## src/rtl/raster_scan_gen_pkg.sv

```systemverilog
// Shared types, widths and configuration check for the raster timing generator.
package raster_pkg;

    typedef enum logic [1:0] {
        PH_ACTIVE,
        PH_FRONT,
        PH_SYNC,
        PH_BACK
    } phase_t;

    localparam int X_W       = 11;
    localparam int Y_W       = 12;
    localparam int CNT_W     = 12;
    localparam int COLOR_W   = 8;
    localparam int MAX_TOTAL = 4096;

    function automatic bit axis_params_ok(input int active, input int fp, input int sync,
                                          input int bp, input int max_active);
        return (active >= 1) && (active <= max_active) && (fp >= 1) && (sync >= 1) &&
               (bp >= 1) && ((active + fp + sync + bp) <= MAX_TOTAL);
    endfunction

endpackage

```

## src/rtl/raster_scan_gen_if.sv

```systemverilog
// Pixel stream bundle: strobe into the generator, coordinates/colour/flags out.
interface raster_scan_gen_if;
    import raster_pkg::*;

    logic                en;
    logic [X_W-1:0]      x_out;
    logic [Y_W-1:0]      y_out;
    logic [COLOR_W-1:0]  r_out;
    logic [COLOR_W-1:0]  g_out;
    logic [COLOR_W-1:0]  b_out;
    logic                de;
    logic                hsync;
    logic                vsync;
    logic                pix_valid;
    logic                frame_start;

    modport master (
        input  en,
        output x_out, y_out, r_out, g_out, b_out,
        output de, hsync, vsync, pix_valid, frame_start
    );

    modport slave (
        output en,
        input  x_out, y_out, r_out, g_out, b_out,
        input  de, hsync, vsync, pix_valid, frame_start
    );

endinterface

```

## src/rtl/raster_scan_gen_timing_axis.sv

```systemverilog
// One raster axis: position counter plus phase FSM; wrap pulses on the last BACK step.
//   state     | meaning
//   PH_ACTIVE | cnt in 0 .. ACTIVE-1
//   PH_FRONT  | cnt in front porch
//   PH_SYNC   | cnt in sync pulse
//   PH_BACK   | cnt in back porch, last value wraps to 0
module timing_axis
    import raster_pkg::*;
#(
    parameter int ACTIVE = 1920,
    parameter int FP     = 88,
    parameter int SYNC   = 44,
    parameter int BP     = 148
) (
    input  logic             clk,
    input  logic             rst,
    input  logic             step,
    output logic [CNT_W-1:0] cnt,
    output phase_t           phase,
    output logic             wrap
);

    localparam logic [CNT_W-1:0] LAST_ACT  = CNT_W'(ACTIVE - 1);
    localparam logic [CNT_W-1:0] LAST_FP   = CNT_W'(ACTIVE + FP - 1);
    localparam logic [CNT_W-1:0] LAST_SYNC = CNT_W'(ACTIVE + FP + SYNC - 1);
    localparam logic [CNT_W-1:0] LAST      = CNT_W'(ACTIVE + FP + SYNC + BP - 1);

    logic [CNT_W-1:0] cnt_q, cnt_d;
    phase_t           phase_q, phase_d;

    always_ff @(posedge clk) begin
        if (rst) begin
            cnt_q   <= '0;
            phase_q <= PH_ACTIVE;
        end else begin
            cnt_q   <= cnt_d;
            phase_q <= phase_d;
        end
    end

    always_comb begin
        cnt_d   = cnt_q;
        phase_d = phase_q;
        wrap    = 1'b0;
        if (step) begin
            if (cnt_q == LAST) begin
                cnt_d = '0;
                wrap  = 1'b1;
            end else begin
                cnt_d = cnt_q + CNT_W'(1);
            end
            unique case (phase_q)
                PH_ACTIVE: if (cnt_q == LAST_ACT)  phase_d = PH_FRONT;
                PH_FRONT:  if (cnt_q == LAST_FP)   phase_d = PH_SYNC;
                PH_SYNC:   if (cnt_q == LAST_SYNC) phase_d = PH_BACK;
                PH_BACK:   if (cnt_q == LAST)      phase_d = PH_ACTIVE;
                default:   phase_d = PH_ACTIVE;
            endcase
        end
    end

    assign cnt   = cnt_q;
    assign phase = phase_q;

endmodule

```

## src/rtl/raster_scan_gen.sv

```systemverilog
// Head-of-chain video timing generator: walks the raster one pixel per enabled
// clock and registers coordinates, background colour and sync/active flags.
module raster_scan_gen
    import raster_pkg::*;
#(
    parameter int                 H_ACTIVE = 1920,
    parameter int                 H_FP     = 88,
    parameter int                 H_SYNC   = 44,
    parameter int                 H_BP     = 148,
    parameter int                 V_ACTIVE = 1080,
    parameter int                 V_FP     = 4,
    parameter int                 V_SYNC   = 5,
    parameter int                 V_BP     = 36,
    parameter bit                 HS_POL   = 1'b1,
    parameter bit                 VS_POL   = 1'b1,
    parameter logic [COLOR_W-1:0] BG_R     = 8'h00,
    parameter logic [COLOR_W-1:0] BG_G     = 8'h00,
    parameter logic [COLOR_W-1:0] BG_B     = 8'h00
) (
    input  logic               clk,
    input  logic               rst,
    raster_scan_gen_if.master  bus
);

    localparam bit CFG_OK = axis_params_ok(H_ACTIVE, H_FP, H_SYNC, H_BP, 2048) &&
                            axis_params_ok(V_ACTIVE, V_FP, V_SYNC, V_BP, 4096);

    generate
        if (!CFG_OK) begin : g_cfg_err
            $error("raster_scan_gen: illegal raster timing parameters");
        end
    endgenerate

    logic [CNT_W-1:0] h_cnt, v_cnt;
    phase_t           h_phase, v_phase;
    logic             h_wrap;
    logic             v_wrap_unused;

    timing_axis #(.ACTIVE(H_ACTIVE), .FP(H_FP), .SYNC(H_SYNC), .BP(H_BP)) u_h_axis (
        .clk   (clk),
        .rst   (rst),
        .step  (bus.en),
        .cnt   (h_cnt),
        .phase (h_phase),
        .wrap  (h_wrap)
    );

    // h_wrap is already qualified by en, so the line advances in the same cycle.
    timing_axis #(.ACTIVE(V_ACTIVE), .FP(V_FP), .SYNC(V_SYNC), .BP(V_BP)) u_v_axis (
        .clk   (clk),
        .rst   (rst),
        .step  (h_wrap),
        .cnt   (v_cnt),
        .phase (v_phase),
        .wrap  (v_wrap_unused)
    );

    logic [X_W-1:0]     x_q, x_d;
    logic [Y_W-1:0]     y_q, y_d;
    logic [COLOR_W-1:0] r_q, r_d, g_q, g_d, b_q, b_d;
    logic               de_q, de_d;
    logic               hsync_q, hsync_d;
    logic               vsync_q, vsync_d;
    logic               pix_valid_q, pix_valid_d;
    logic               frame_start_q, frame_start_d;
    logic               de_now;

    always_ff @(posedge clk) begin
        if (rst) begin
            x_q           <= '0;
            y_q           <= '0;
            r_q           <= '0;
            g_q           <= '0;
            b_q           <= '0;
            de_q          <= 1'b0;
            hsync_q       <= ~HS_POL;
            vsync_q       <= ~VS_POL;
            pix_valid_q   <= 1'b0;
            frame_start_q <= 1'b0;
        end else begin
            x_q           <= x_d;
            y_q           <= y_d;
            r_q           <= r_d;
            g_q           <= g_d;
            b_q           <= b_d;
            de_q          <= de_d;
            hsync_q       <= hsync_d;
            vsync_q       <= vsync_d;
            pix_valid_q   <= pix_valid_d;
            frame_start_q <= frame_start_d;
        end
    end

    always_comb begin
        de_now        = (h_phase == PH_ACTIVE) && (v_phase == PH_ACTIVE);
        x_d           = x_q;
        y_d           = y_q;
        r_d           = r_q;
        g_d           = g_q;
        b_d           = b_q;
        de_d          = de_q;
        hsync_d       = hsync_q;
        vsync_d       = vsync_q;
        pix_valid_d   = bus.en;
        frame_start_d = 1'b0;
        if (bus.en) begin
            de_d          = de_now;
            x_d           = de_now ? h_cnt[X_W-1:0] : '0;
            y_d           = de_now ? v_cnt : '0;
            r_d           = de_now ? BG_R : '0;
            g_d           = de_now ? BG_G : '0;
            b_d           = de_now ? BG_B : '0;
            hsync_d       = (h_phase == PH_SYNC) ? HS_POL : ~HS_POL;
            vsync_d       = (v_phase == PH_SYNC) ? VS_POL : ~VS_POL;
            frame_start_d = (h_cnt == '0) && (v_cnt == '0);
        end
    end

    assign bus.x_out       = x_q;
    assign bus.y_out       = y_q;
    assign bus.r_out       = r_q;
    assign bus.g_out       = g_q;
    assign bus.b_out       = b_q;
    assign bus.de          = de_q;
    assign bus.hsync       = hsync_q;
    assign bus.vsync       = vsync_q;
    assign bus.pix_valid   = pix_valid_q;
    assign bus.frame_start = frame_start_q;

endmodule

```

## src/flat_wrapper.sv

```systemverilog
// flat-port wrapper written by rule: the top's interface ports become plain ports
module raster_scan_gen_flat import raster_pkg::*;
#(
    parameter int                 H_ACTIVE = 1920,
    parameter int                 H_FP     = 88,
    parameter int                 H_SYNC   = 44,
    parameter int                 H_BP     = 148,
    parameter int                 V_ACTIVE = 1080,
    parameter int                 V_FP     = 4,
    parameter int                 V_SYNC   = 5,
    parameter int                 V_BP     = 36,
    parameter bit                 HS_POL   = 1'b1,
    parameter bit                 VS_POL   = 1'b1,
    parameter logic [COLOR_W-1:0] BG_R     = 8'h00,
    parameter logic [COLOR_W-1:0] BG_G     = 8'h00,
    parameter logic [COLOR_W-1:0] BG_B     = 8'h00
)
  (clk, rst, bus_en, bus_x_out, bus_y_out, bus_r_out, bus_g_out, bus_b_out, bus_de, bus_hsync, bus_vsync, bus_pix_valid, bus_frame_start);
  raster_scan_gen_if bus_i ();
  input  logic clk;
  input  logic rst;
  input wire logic [$bits(bus_i.en)-1:0] bus_en;
  output wire logic [$bits(bus_i.x_out)-1:0] bus_x_out;
  output wire logic [$bits(bus_i.y_out)-1:0] bus_y_out;
  output wire logic [$bits(bus_i.r_out)-1:0] bus_r_out;
  output wire logic [$bits(bus_i.g_out)-1:0] bus_g_out;
  output wire logic [$bits(bus_i.b_out)-1:0] bus_b_out;
  output wire logic [$bits(bus_i.de)-1:0] bus_de;
  output wire logic [$bits(bus_i.hsync)-1:0] bus_hsync;
  output wire logic [$bits(bus_i.vsync)-1:0] bus_vsync;
  output wire logic [$bits(bus_i.pix_valid)-1:0] bus_pix_valid;
  output wire logic [$bits(bus_i.frame_start)-1:0] bus_frame_start;
  assign bus_i.en = bus_en;
  assign bus_x_out = bus_i.x_out;
  assign bus_y_out = bus_i.y_out;
  assign bus_r_out = bus_i.r_out;
  assign bus_g_out = bus_i.g_out;
  assign bus_b_out = bus_i.b_out;
  assign bus_de = bus_i.de;
  assign bus_hsync = bus_i.hsync;
  assign bus_vsync = bus_i.vsync;
  assign bus_pix_valid = bus_i.pix_valid;
  assign bus_frame_start = bus_i.frame_start;
  raster_scan_gen #(.H_ACTIVE(H_ACTIVE), .H_FP(H_FP), .H_SYNC(H_SYNC), .H_BP(H_BP), .V_ACTIVE(V_ACTIVE), .V_FP(V_FP), .V_SYNC(V_SYNC), .V_BP(V_BP), .HS_POL(HS_POL), .VS_POL(VS_POL), .BG_R(BG_R), .BG_G(BG_G), .BG_B(BG_B)) u_core (.clk(clk), .rst(rst), .bus(bus_i));
endmodule
```

## config.mk

```make
export PLATFORM = sky130hd
export DESIGN_NAME = raster_scan_gen_flat
export DESIGN_NICKNAME = d
export VERILOG_FILES = /design/src/rtl/raster_scan_gen_pkg.sv /design/src/rtl/raster_scan_gen_if.sv /design/src/rtl/raster_scan_gen_timing_axis.sv /design/src/rtl/raster_scan_gen.sv /design/src/flat_wrapper.sv
export SDC_FILE = /design/constraint.sdc
export NUM_CORES = 1
export LEC_CHECK = 0
export BUFFER_PORTS_ARGS = -buffer_cell sky130_fd_sc_hd__buf_2
export CAP_MARGIN = 20
export CORE_UTILIZATION = 45
export CTS_CLUSTER_SIZE = 8
export DETAILED_ROUTE_END_ITERATION = 8
export PLACE_DENSITY = 0.67
export SLEW_MARGIN = 40
export SYNTH_ARGS = -nofsm -noshare
export SYNTH_HDL_FRONTEND = slang
export SYNTH_SLANG_ARGS = --single-unit
```

## constraint.sdc

```tcl
create_clock -name clk -period 4.7 [get_ports clk]
set_clock_uncertainty 0.1 [all_clocks]
set_input_delay 0.94 -clock clk [delete_from_list [all_inputs] [get_ports clk]]
set_output_delay 0.94 -clock clk [all_outputs]
set_load 0.01 [all_outputs]
```

==> results.cfg <==
[die]
die_w_um = 80.4
start_util_pct = 46.8
num_rows = 28
dieArea_um2 = 6470
ios = 55
core_um2 = 5920
dieHeight_um = 80.4

[global_routing]
antenna_found_initial = 0
gr-total-overflow = 0
grt_max_degree = 32
grt_pass1_vias = 1838
grt_pass1_wl_um = 8600
grt.total_usage_pct = 17.1

[cts]
clkTransAtPathRegs_ns = 0.10
cts.repair.resized = 0
ctsHoldBuffers = 0
post-cts-setup-buffers = 0
cts_sinks = 56
htree_levels = 2
clock_latency_ns = 0.31
cts_tree = built
cts_buffers = 5
cts-root-buf = clkbuf_8
cts_max_path_buffers = 2

[critical_path]
critPathMaxFanout = 6
cp-start-kind = register
end_kind = register
cpMaxStageDelayCell = o21ai_0
path_cells = nor4_1, nand4_1, o21ai_0, buf_4, nor2_1
critical-path-max-stage-delay_ns = 0.65
worst_ep_arrival_time_ns = 2.52
cpLargestDelayFamily = simple AND/OR/NAND/NOR gates
crit_buf_inv = 1
required_ns = 4.81
critPathKind = register to register

[layout]
nets = 349
drive_above_1_share_pct = 15.3
layout_commonest_cell = dfxtp_1
syn_to_final_growth_pct = 5.69
final_cell_mix = dfxtp_1, nor2_1, buf_2
fillers = 589
num_antenna_cells = 0

[logic_synthesis]
ys_types = 45
synthArstFlopShare_pct = 0
ys.flop_type = dfxtp_1
synth_edf_count = 0
yosys_warnings = 0
synth-compound-area-share_pct = 10.7
synth_top_family_by_area = simple AND/OR/NAND/NOR gates
yosysSeqAreaShare_pct = 40.5
synthAdderAreaFrac_pct = 5.87
mappedNetlistArea_um2 = 2770
yosys.area_share.simple_pct = 23.0
avgSynthCellArea_um2 = 8.85
yosys-mux-area-fraction_pct = 1.81
synth_cells = 313
synth_seq_cells = 56
synth-xor-area-share_pct = 6.64

[detailed_routing]
vias_per_cell = 5.13
detail-route-antenna-nets = 0
totalWireLength_um = 5180
wl_per_cell_um = 12.7
drcViolationCount = 0
drt_iter0_drc = 135
drt_pass1_iterations = 4
route.vias.total = 2100

[timing]
tightest_slew_ns = 0.721
setup_viol = 0
min_period_over_period_pct = 51.2
holdWs_ns = 0.401
min_period_ns = 2.41
slew_headroom_pct = 51.5
grt_setup_unrepaired = false
finalWorstSetupSlack_ns = 2.29
fin_setup_tns_ns = 0
hold_viol_final = 0
slew_viol_final = 0
fmax_mhz = 415

[pwr]
peakVddDrop_mv = 0.250
leakagePower_nw = 1.22
power_density_nw_per_um2 = 272

[outcome]
status = complete, no violations

[placement]
portBuffers = 30
dp_hpwl_um = 3720
gp_congestion = 0.824
post-place-ws_ns = 1.98

[hold_path]
hp-class = register to register

[flow_run]
drv_cap = 0
final cells by class:
| cell class | count | area, µm² | share of cell area (%) |
|---|---|---|---|
| repair buffers | 31 | 158 | 5.39 |
| flip-flops and latches | 56 | 1120 | 38.3 |
| multi-input cells | 228 | 1420 | 48.5 |
| well taps | 75 | 93.8 | 3.21 |
| inverters | 11 | 41.3 | 1.41 |
| clock buffers | 5 | 68.8 | 2.35 |
| clock inverters | 3 | 25.0 | 0.855 |
cells by family after synthesis:
kind of cell    count (synthesis)
simple gates                  125
flops                          56
compound gates                 40
fa+ha+maj                      13
mux                             5
buf+inv                        52
xor+xnor                       21
other cells                     1
flip-flops by register name, indices dropped and copies added (netlist names):
| name | cells |
|---|---|
| u_core.bus.frame_start | 1 |
| u_core.u_h_axis.phase | 2 |
| u_core.bus.x_out | 11 |
| u_core.u_h_axis.cnt | 12 |
| u_core.u_v_axis.cnt | 12 |
| u_core.bus.de | 1 |
| u_core.bus.y_out | 12 |
| u_core.bus.vsync | 1 |
| u_core.u_v_axis.phase | 2 |
| u_core.bus.hsync | 1 |
| u_core.bus.pix_valid | 1 |
where the power goes:
| group | switching [mW] | internal [mW] | total [mW] | leakage, nW |
|---|---|---|---|---|
| combinational | 0.0313 | 0.00973 | 0.0410 | 0.720 |
| sequential | 0.00427 | 0.479 | 0.483 | 0.452 |
| clock | 0.164 | 0.109 | 0.273 | 0.0452 |
| total | 0.200 | 0.597 | 0.797 | 1.22 |
metrics by stage:
stage                     utilization [%]  instance area (µm²)  cells  power (mW)
after detailed placement             47.8                 2830    401       0.535
after floorplan                         -                 2860    336       0.541
final                                49.4                 2930    409       0.797
after global placement               47.8                 2830    401       0.535
after CTS                            49.4                 2930    409       0.804
after global routing                 49.4                 2930    409       0.828
worst paths after layout:
kind | start | endpoint | slack [ns] | cells past startpoint
setup / recovery | u_core.u_v_axis.cnt[7] | u_core.u_v_axis.cnt[9] | 2.29 | 5
hold / removal | u_core.bus.de | u_core.bus.de | 0.40 | 2
setup reg to reg | u_core.u_v_axis.cnt[7] | u_core.u_v_axis.cnt[9] | 2.29 | 5
hold reg to reg | u_core.bus.de | u_core.bus.de | 0.40 | 2
per-layer routing:
| layer | track usage (%) | vias up | wire length [µm] |
|---|---|---|---|
| li1 | - | 1067 | - |
| met1 | 23.1 | 971 | 2730 |
| met2 | 27.5 | 56 | 2190 |
| met3 | 3.07 | 6 | 200 |
| met4 | 5.00 | 0 | 61 |
| met5 | 0 | - | 0 |
synthesized netlist by cell type, drive strengths merged, types with 6 or more instances:
| master | number | area [µm²] |
|---|---|---|
| clkbuf | 10 | 38.8 |
| nor2 | 54 | 210 |
| nand4 | 12 | 90.1 |
| xnor2 | 7 | 61.3 |
| nand3 | 6 | 30.0 |
| xor2 | 14 | 123 |
| dfxtp | 56 | 1120 |
| a22oi | 23 | 173 |
| inv | 10 | 37.5 |
| buf | 31 | 236 |
| nand2 | 25 | 93.8 |
| ha | 13 | 163 |
| nor4 | 7 | 58.8 |
tightest hold or removal path, cell delays in order, from the launching register on:
cell	delay, ns
dfxtp_1	0.34
a21oi_1	0.06
nor2_1	0.07
No activity file was read; power rests on OpenSTA's default activity.
